[config.mk]
export PLATFORM = sky130hd
export DESIGN_NAME = multicycle_ctrl
export DESIGN_NICKNAME = d
export VERILOG_FILES = /design/src/rtl/riscv_pkg.sv /design/src/rtl/mem_wait_timer.sv /design/src/rtl/multicycle_ctrl.sv
export SDC_FILE = /design/constraint.sdc
export NUM_CORES = 1
export LEC_CHECK = 0
export BUFFER_PORTS_ARGS = -buffer_cell sky130_fd_sc_hd__buf_2
export CAP_MARGIN = 5
export CORE_AREA = 4 4 41 43
export CTS_CLUSTER_DIAMETER = 80
export DETAILED_ROUTE_END_ITERATION = 8
export DIE_AREA = 0 0 45 47
export GPL_TIMING_DRIVEN = 0
export PLACE_DENSITY_LB_ADDON = 0.3
export SETUP_SLACK_MARGIN = 0.05
export SLEW_MARGIN = 40
export SYNTH_ARGS = -nofsm -noshare
export SYNTH_HDL_FRONTEND = slang
export SYNTH_SLANG_ARGS = --single-unit
[constraint.sdc]
create_clock -name clk -period 2.6 [get_ports clk]
set_input_delay 0.39 -clock clk [delete_from_list [all_inputs] [get_ports clk]]
set_output_delay 0.39 -clock clk [all_outputs]
set_load 0.02 [all_outputs]
[src/rtl/riscv_pkg.sv]
// Shared definitions for the multicycle controller: opcode constants,
// FSM state encoding and ALUOp encodings.
package riscv_pkg;

  // Opcode field values of the supported instruction classes
  localparam logic [6:0] R_TYPE = 7'b0110011;
  localparam logic [6:0] I_TYPE = 7'b0010011;
  localparam logic [6:0] LW     = 7'b0000011;
  localparam logic [6:0] SW     = 7'b0100011;
  localparam logic [6:0] BR     = 7'b1100011;

  // ALUOp encodings seen by the ALU decoder
  localparam logic [1:0] ALUOP_ADD  = 2'b00;  // address add for LW/SW
  localparam logic [1:0] ALUOP_BR   = 2'b01;  // branch compare
  localparam logic [1:0] ALUOP_FUNC = 2'b10;  // funct-field driven (R/I-type)

  // FSM states; the encoding is visible on state_o
  typedef enum logic [2:0] {
    FETCH  = 3'd0,
    DECODE = 3'd1,
    EXEC   = 3'd2,
    MEM    = 3'd3,
    WB     = 3'd4,
    ERR    = 3'd5
  } state_t;

  // True for every opcode the controller knows how to sequence
  function automatic logic is_legal_op(input logic [6:0] op);
    return (op == R_TYPE) || (op == I_TYPE) || (op == LW) ||
           (op == SW) || (op == BR);
  endfunction

endpackage

[src/rtl/mem_wait_timer.sv]
// Counts consecutive cycles spent waiting on mem_ready in a memory-wait
// state and flags a timeout on the last permitted cycle.
module mem_wait_timer #(
  parameter int MEM_TIMEOUT = 16
) (
  input  logic clk_i,
  input  logic reset_i,
  input  logic active_i,     // FSM is in a memory-wait state (FETCH/MEM)
  input  logic mem_ready_i,
  output logic timeout_o
);

  localparam int CW = (MEM_TIMEOUT > 1) ? $clog2(MEM_TIMEOUT) : 1;
  localparam logic [CW-1:0] LAST = CW'(MEM_TIMEOUT - 1);

  logic [CW-1:0] cnt_q, cnt_d;

  // Held at zero outside wait states, so every entry into FETCH/MEM starts
  // from zero; a completed access also clears it.
  always_comb begin
    cnt_d = cnt_q;
    if (!active_i || mem_ready_i) begin
      cnt_d = '0;
    end else if (cnt_q != LAST) begin
      cnt_d = cnt_q + CW'(1);
    end
  end

  // Counter register
  always_ff @(posedge clk_i) begin
    if (reset_i) begin
      cnt_q <= '0;
    end else begin
      cnt_q <= cnt_d;
    end
  end

  // A ready on the last cycle still completes the access normally
  assign timeout_o = active_i && !mem_ready_i && (cnt_q == LAST);

endmodule

[src/rtl/multicycle_ctrl.sv]
// Multicycle RISC-V style controller: FETCH/DECODE/EXEC/MEM/WB sequencing
// with a memory-wait timeout that parks the FSM in ERR until reset.
//
// Handshake: a memory request is held (MemRead/MemWrite asserted) for as
// long as the FSM sits in FETCH or MEM; the access completes in the cycle
// where mem_ready=1, and the FSM advances on the following clock edge.
module multicycle_ctrl
  import riscv_pkg::*;
#(
  parameter int MEM_TIMEOUT = 16
) (
  input  logic       clk,
  input  logic       reset,
  input  logic [6:0] Opcode,
  input  logic       mem_ready,
  input  logic       br_taken,
  output logic       IRWrite,
  output logic       PCWrite,
  output logic       PCSrc,
  output logic       IorD,
  output logic       MemRead,
  output logic       MemWrite,
  output logic       RegWrite,
  output logic       MemtoReg,
  output logic       ALUSrc,
  output logic       Branch,
  output logic [1:0] ALUOp,
  output logic [2:0] state_o,
  output logic       error
);

  state_t state_q;
  logic   wait_active;
  logic   timeout;

  assign wait_active = (state_q == FETCH) || (state_q == MEM);

  mem_wait_timer #(
    .MEM_TIMEOUT(MEM_TIMEOUT)
  ) u_timer (
    .clk_i      (clk),
    .reset_i    (reset),
    .active_i   (wait_active),
    .mem_ready_i(mem_ready),
    .timeout_o  (timeout)
  );

  // State register with next-state selection; reset overrides everything
  always_ff @(posedge clk) begin
    if (reset) begin
      state_q <= FETCH;
    end else begin
      case (state_q)
        FETCH: begin
          if (mem_ready)    state_q <= DECODE;
          else if (timeout) state_q <= ERR;
        end
        DECODE: state_q <= is_legal_op(Opcode) ? EXEC : ERR;
        EXEC: begin
          case (Opcode)
            R_TYPE, I_TYPE: state_q <= WB;
            LW, SW:         state_q <= MEM;
            BR:             state_q <= FETCH;
            default:        state_q <= ERR;
          endcase
        end
        MEM: begin
          if (mem_ready)    state_q <= (Opcode == LW) ? WB : FETCH;
          else if (timeout) state_q <= ERR;
        end
        WB:      state_q <= FETCH;
        ERR:     state_q <= ERR;
        default: state_q <= ERR;
      endcase
    end
  end

  // Control strobes decoded from state (plus mem_ready/br_taken where the
  // strobe must act in the same cycle). Reset forces every output low so an
  // in-flight memory access is dropped in the reset cycle itself.
  always_comb begin
    IRWrite  = 1'b0;
    PCWrite  = 1'b0;
    PCSrc    = 1'b0;
    IorD     = 1'b0;
    MemRead  = 1'b0;
    MemWrite = 1'b0;
    RegWrite = 1'b0;
    MemtoReg = 1'b0;
    ALUSrc   = 1'b0;
    Branch   = 1'b0;
    ALUOp    = ALUOP_ADD;
    error    = 1'b0;
    if (!reset) begin
      case (state_q)
        FETCH: begin
          MemRead = 1'b1;
          if (mem_ready) begin
            IRWrite = 1'b1;
            PCWrite = 1'b1;
          end
        end
        EXEC: begin
          case (Opcode)
            R_TYPE: ALUOp = ALUOP_FUNC;
            I_TYPE: begin
              ALUSrc = 1'b1;
              ALUOp  = ALUOP_FUNC;
            end
            LW, SW: begin
              ALUSrc = 1'b1;
              ALUOp  = ALUOP_ADD;
            end
            BR: begin
              Branch  = 1'b1;
              PCSrc   = 1'b1;
              PCWrite = br_taken;
              ALUOp   = ALUOP_BR;
            end
            default: ;
          endcase
        end
        MEM: begin
          IorD     = 1'b1;
          MemRead  = (Opcode == LW);
          MemWrite = (Opcode == SW);
        end
        WB: begin
          RegWrite = 1'b1;
          MemtoReg = (Opcode == LW);
        end
        ERR:     error = 1'b1;
        default: ;
      endcase
    end
  end

  // Debug view of the state; reads as FETCH while reset is held
  assign state_o = reset ? FETCH : state_q;

endmodule
Word-level counts from Yosys, hierarchy flattened
Index checks and enable logic that the tools add are counted.
{"block": "op_classes", "addsub": 1, "n_eq_ne": 12, "mux": 35, "n_reduce_logical": 15}
{"operator": "$mux 1", "n": 22}
{"operator": "$mux 3", "n": 6}
{"operator": "$pmux 3 s5", "n": 1}
{"operator": "$eq 7x6->1 const B", "n": 2}
{"operator": "$pmux 3 s3", "n": 1}
{"operator": "$eq 7x2->1 const B", "n": 1}
{"operator": "$eq 7x5->1 const B", "n": 1}
{"operator": "$eq 7x7->1 const B", "n": 1}
{"operator": "$eq 3x2->1 const B", "n": 2}
{"operator": "$eq 3x3->1 const B", "n": 2}
{"operator": "$logic_or 1x1->1", "n": 6}
{"operator": "$reduce_or 2->1", "n": 3}
{"operator": "$add 4x1->4 const B", "n": 1}
{"operator": "$eq 4x4->1 const B", "n": 1}
{"operator": "$mux 2", "n": 2}
{"operator": "$ne 4x4->1 const B", "n": 1}
{"operator": "$pmux 1 s2", "n": 2}
{"operator": "$pmux 2 s2", "n": 1}
{"operator": "$eq 3x1->1 const B", "n": 1}
{"operator": "$logic_not 3->1", "n": 1}
{"operator": "$reduce_or 3->1", "n": 1}
{"operator": "$logic_and 1x1->1", "n": 2}
{"operator": "$logic_not 1->1", "n": 2}
{"block": "word_totals", "ff_bits": 7, "inputBits": 11}

Depth between registers and ports, before layout
{"block": "depth", "depth_word": 7, "depth_mapped": 5}

Modules after synthesis
From an unflattened synthesis, not the netlist that was laid out.
{"block": "unflattened", "cells_unflattened": 83, "area_unflattened_um2": 586.8}
{"mod": "multicycle_ctrl", "n_inst": 1, "cells_each": 63, "area_per_inst_um2": 404.1, "seq_area_each_um2": 60.1}
{"mod": "mem_wait_timer", "n_inst": 1, "cells_each": 20, "area_per_inst_um2": 182.7, "seq_area_each_um2": 80.1}

Worst setup path after synthesis
No wires, ideal clock.
{"block": "synth_timing", "kind": "flip-flop to output port", "startpoint": "reg state_q[1]", "endpoint": "out PCWrite", "arrival_time_ns": 2.165, "path_slack_ns": 0.045, "path_stages_with_launch": 5, "n_path_buf": 1, "cell_sequence": "dfxtp_1 or2_2 clkbuf_1 or2_2 a2111oi_0"}
{"block": "synth_between", "elab_chain_len": 3}
{"item": "start: declaration", "line": "multicycle_ctrl.sv:32", "source": "state_t state_q;"}
{"item": "start signal: assignment", "line": "multicycle_ctrl.sv:58", "source": "DECODE: state_q <= is_legal_op(Opcode) ? EXEC : ERR;"}
{"item": "start signal: assignment", "line": "multicycle_ctrl.sv:68", "source": "if (mem_ready) state_q <= (Opcode == LW) ? WB : FETCH;"}
{"item": "$eq 3x2->1 / $logic_not 3->1 (equally long branches)", "line": "multicycle_ctrl.sv:95", "source": "case (state_q)"}
{"item": "$pmux 1 s2 *", "line": "multicycle_ctrl.sv:95"}
{"item": "$mux 1 *", "line": "multicycle_ctrl.sv:94", "source": "if (!reset) begin"}
{"item": "end: declaration", "line": "multicycle_ctrl.sv:18", "source": "output logic PCWrite,"}
Mark *: on every way between the ends. The rest lies on a longest branch, timed or not.

Worst setup path after layout
Same ends and word-level chain as after synthesis.

==> impl_metrics.yaml <==
layout:
  multi_input_area_um2: 413
  diodes: 0
  drive_above_1_share_pct: 38.7
  register_area_um2: 140
  n_fill_cell: 138
  area_growth_pct: 29.9
  fin_nets: 119
global_routing:
  gr-max-usage-layer: "met2"
  grt_usage_pct: 15.2
  grt_pass1_vias: 593
  met3_usage_pct: 4.60
  use_met2_pct: 25.1
  grtUsageMet1_pct: 17.5
  antenna_found_initial: 0
  grt_first_pass_wirelength_um: 2370
  grt_start_max_net_pins: 11
  grt_overflow: 0
clock_tree:
  postCtsHoldBufs: 0
  clock_latency_ns: 0.25
  post-cts-setup-buffers: 0
  htreeDepth: 1
  clkTransAtPathRegs_ns: 0.05
  cts_resized: 0
  cts-buffers-inserted: 3
  cts.sinks: 7
  clock_path_buffers: 2
  cts_tree: "yes"
  clockRootBuffer: "clkbuf_4"
floorplanning:
  core_mm2: 0.00130
  die_h_um: 47
  initial_core_util_pct: 45.3
  die_area_mm2: 0.00212
  fp-row-count: 13
  die_x_um: 45
  ios: 27
synth:
  synth_seq_cells: 7
  synth_edf_count: 0
  synth.distinct_cells: 37
  synth.cell_area_um2: 589
  synthFlopType: "dfxtp_1"
  yosysSeqAreaShare_pct: 23.8
  synth-async-reset-ratio_pct: 0
  syn_area_per_cell_um2: 7.75
  syn-num-nets: 88
  synthesis.instances: 76
  ys_warn_count: 0
placed_design:
  io_buffers: 26
  dp_hpwl_um: 1140
  place.gp.congestion: 0.794
setup_path:
  cp-start-kind: "flip-flop"
  crit_required_ns: 2.21
  crit_arrival_ns: 1.99
  startpoint: "state_q[1]"
  reg2regPathDepth: 4
  r2r_setup_slack_ns: 0.86
  r2r_end: "state_q[1]"
  cp-end-kind: "primary output"
  r2r-start: "state_q[1]"
  critPathMaxFanout: 8
  crit_type: "flip-flop to primary output"
pwr:
  vdd_drop_max_mv: 0.256
  p_leak_nw: 0.352
  swShare_pct: 29.5
  finalPower_mw: 0.280
  clock_power_share_pct: 34.5
  pwr_density_cell_mw_per_mm2: 365
  seq_power_share_pct: 42.1
  pwr-share-comb_pct: 23.5
  p_switching_mw: 0.0826
  p_int_mw: 0.197
hold_path:
  hold_start: "Opcode[4]"
  worstHoldEndpoint: "state_q[1]"
  hp-class: "input port to flip-flop"
  whs_path_depth: 4
detailed_routing:
  routed_wl_um: 1470
  via_count: 690
  detail_route.wl_per_cell_um: 12.1
  antenna_left: 0
  vias_per_cell: 5.70
  dr.pass1.iters: 5
  drtIter0Drc: 15
  post-route-drc-count: 0
timing:
  period_needed_ns: 2.38
  worstMarginPinSlew_ns: 0.452
  period_share_pct: 91.7
  rsz0062_at_grt: "false"
  hold_violations: 0
  tns_ns: 0
  drv_slew: 0
  skew_ns: 0.00238
  setup_violations: 0
  slew_headroom_pct: 69.8
  fmax_ghz: 0.420
status:
  status: "finished, final reports clean"
run:
  maxCapViolations: 0
layer usage:
metal	part of all wire, %	routed length, µm
met2	50	737
met3	7.1	104
met1	42	617
met5	0	0
met4	0.48	7
logic make-up (layout without fill, tap and decap cells):
group,Yosys count,in the layout,synth area share (%)
fa+ha+maj,1,1,2.12
flops,7,7,23.8
buf+inv,9,39,6.37
xor+xnor,1,1,1.49
mux,1,1,1.70
simple gates,41,41,44.8
compound gates,16,16,19.7
synth_stat cells (2+ instances only):
library cell  number  area share (%)
a21oi_1            2             1.7
nand2b_1           3             3.2
nor3_1             7             5.9
a211o_2            2             3.4
clkbuf_1           3             1.9
inv_1              5             3.2
nand2_1            3             1.9
nand3_1            3             2.5
or3_2              2             2.5
nor2_1             8             5.1
a31oi_1            4             4.2
or2_2              2             2.1
nor4_1             2             2.1
dfxtp_1            7              24
cell type report:
class	instances	share of cell area, %
Clock buffer	4	3.43
Buffer	4	2.45
Inverter	5	2.45
Sequential cell	7	18.3
Multi-Input combinational cell	60	53.9
Tap cell	15	2.45
Timing Repair Buffer	26	17.0
registers in the layout, indices dropped and copies added, names as in the netlist:
name,count
u_timer.cnt_q,4
state_q,3
placed cells by master, fill, tap and decap left out, drive strengths merged, types with 4 or more instances in the layout:
cell    Yosys  layout
nor3        7       7
nor2        8       8
dfxtp       7       7
inv         5       5
clkbuf      3       7
a31oi       4       4
nand2b      5       5
buf         1      27
worst max path at each step:
stage / endpoint / slack, ns / depth (start not counted)
finish: PCWrite / 0.22 / 5
global route: PCWrite / 0.08 / 5
detailed placement: MemRead / 0.25 / 6
CTS: PCWrite / 0.20 / 5
global placement: MemRead / 0.27 / 6
floorplan: PCSrc / 0.11 / 4
critical path, cell delays in order, from the launching register on:
cell and delay [ns]:
dfxtp_1 0.37, or2_2 0.29, clkbuf_1 0.17, or2_2 0.31
a2111oi_1 0.35, buf_2 0.24
through the flow:
| stage | setup slack, ns | cell area (µm²) | hold slack [ns] | instances | util (%) |
|---|---|---|---|---|---|
| finish | 0.216 | 766 | 0.525 | 121 | 58.8 |
| global route | 0.0818 | 766 | 0.539 | 121 | 58.8 |
| CTS | 0.201 | 766 | 0.521 | 121 | 58.8 |
| detailed placement | 0.251 | 739 | 0.550 | 117 | 56.8 |
| global placement | 0.266 | 739 | 0.529 | 117 | 56.8 |
| floorplan | 0.108 | 591 | 0.511 | 76 | - |
power groups by stage:
stage | sequential, mW | combinational [mW] | clock (mW)
floorplan | 0.118 | 0.0428 | 0
global placement | 0.120 | 0.0647 | 0
detailed placement | 0.120 | 0.0658 | 0
CTS | 0.118 | 0.0660 | 0.101
global route | 0.118 | 0.0737 | 0.109
finish | 0.118 | 0.0656 | 0.0965
(Power assumes the default switching activity.)
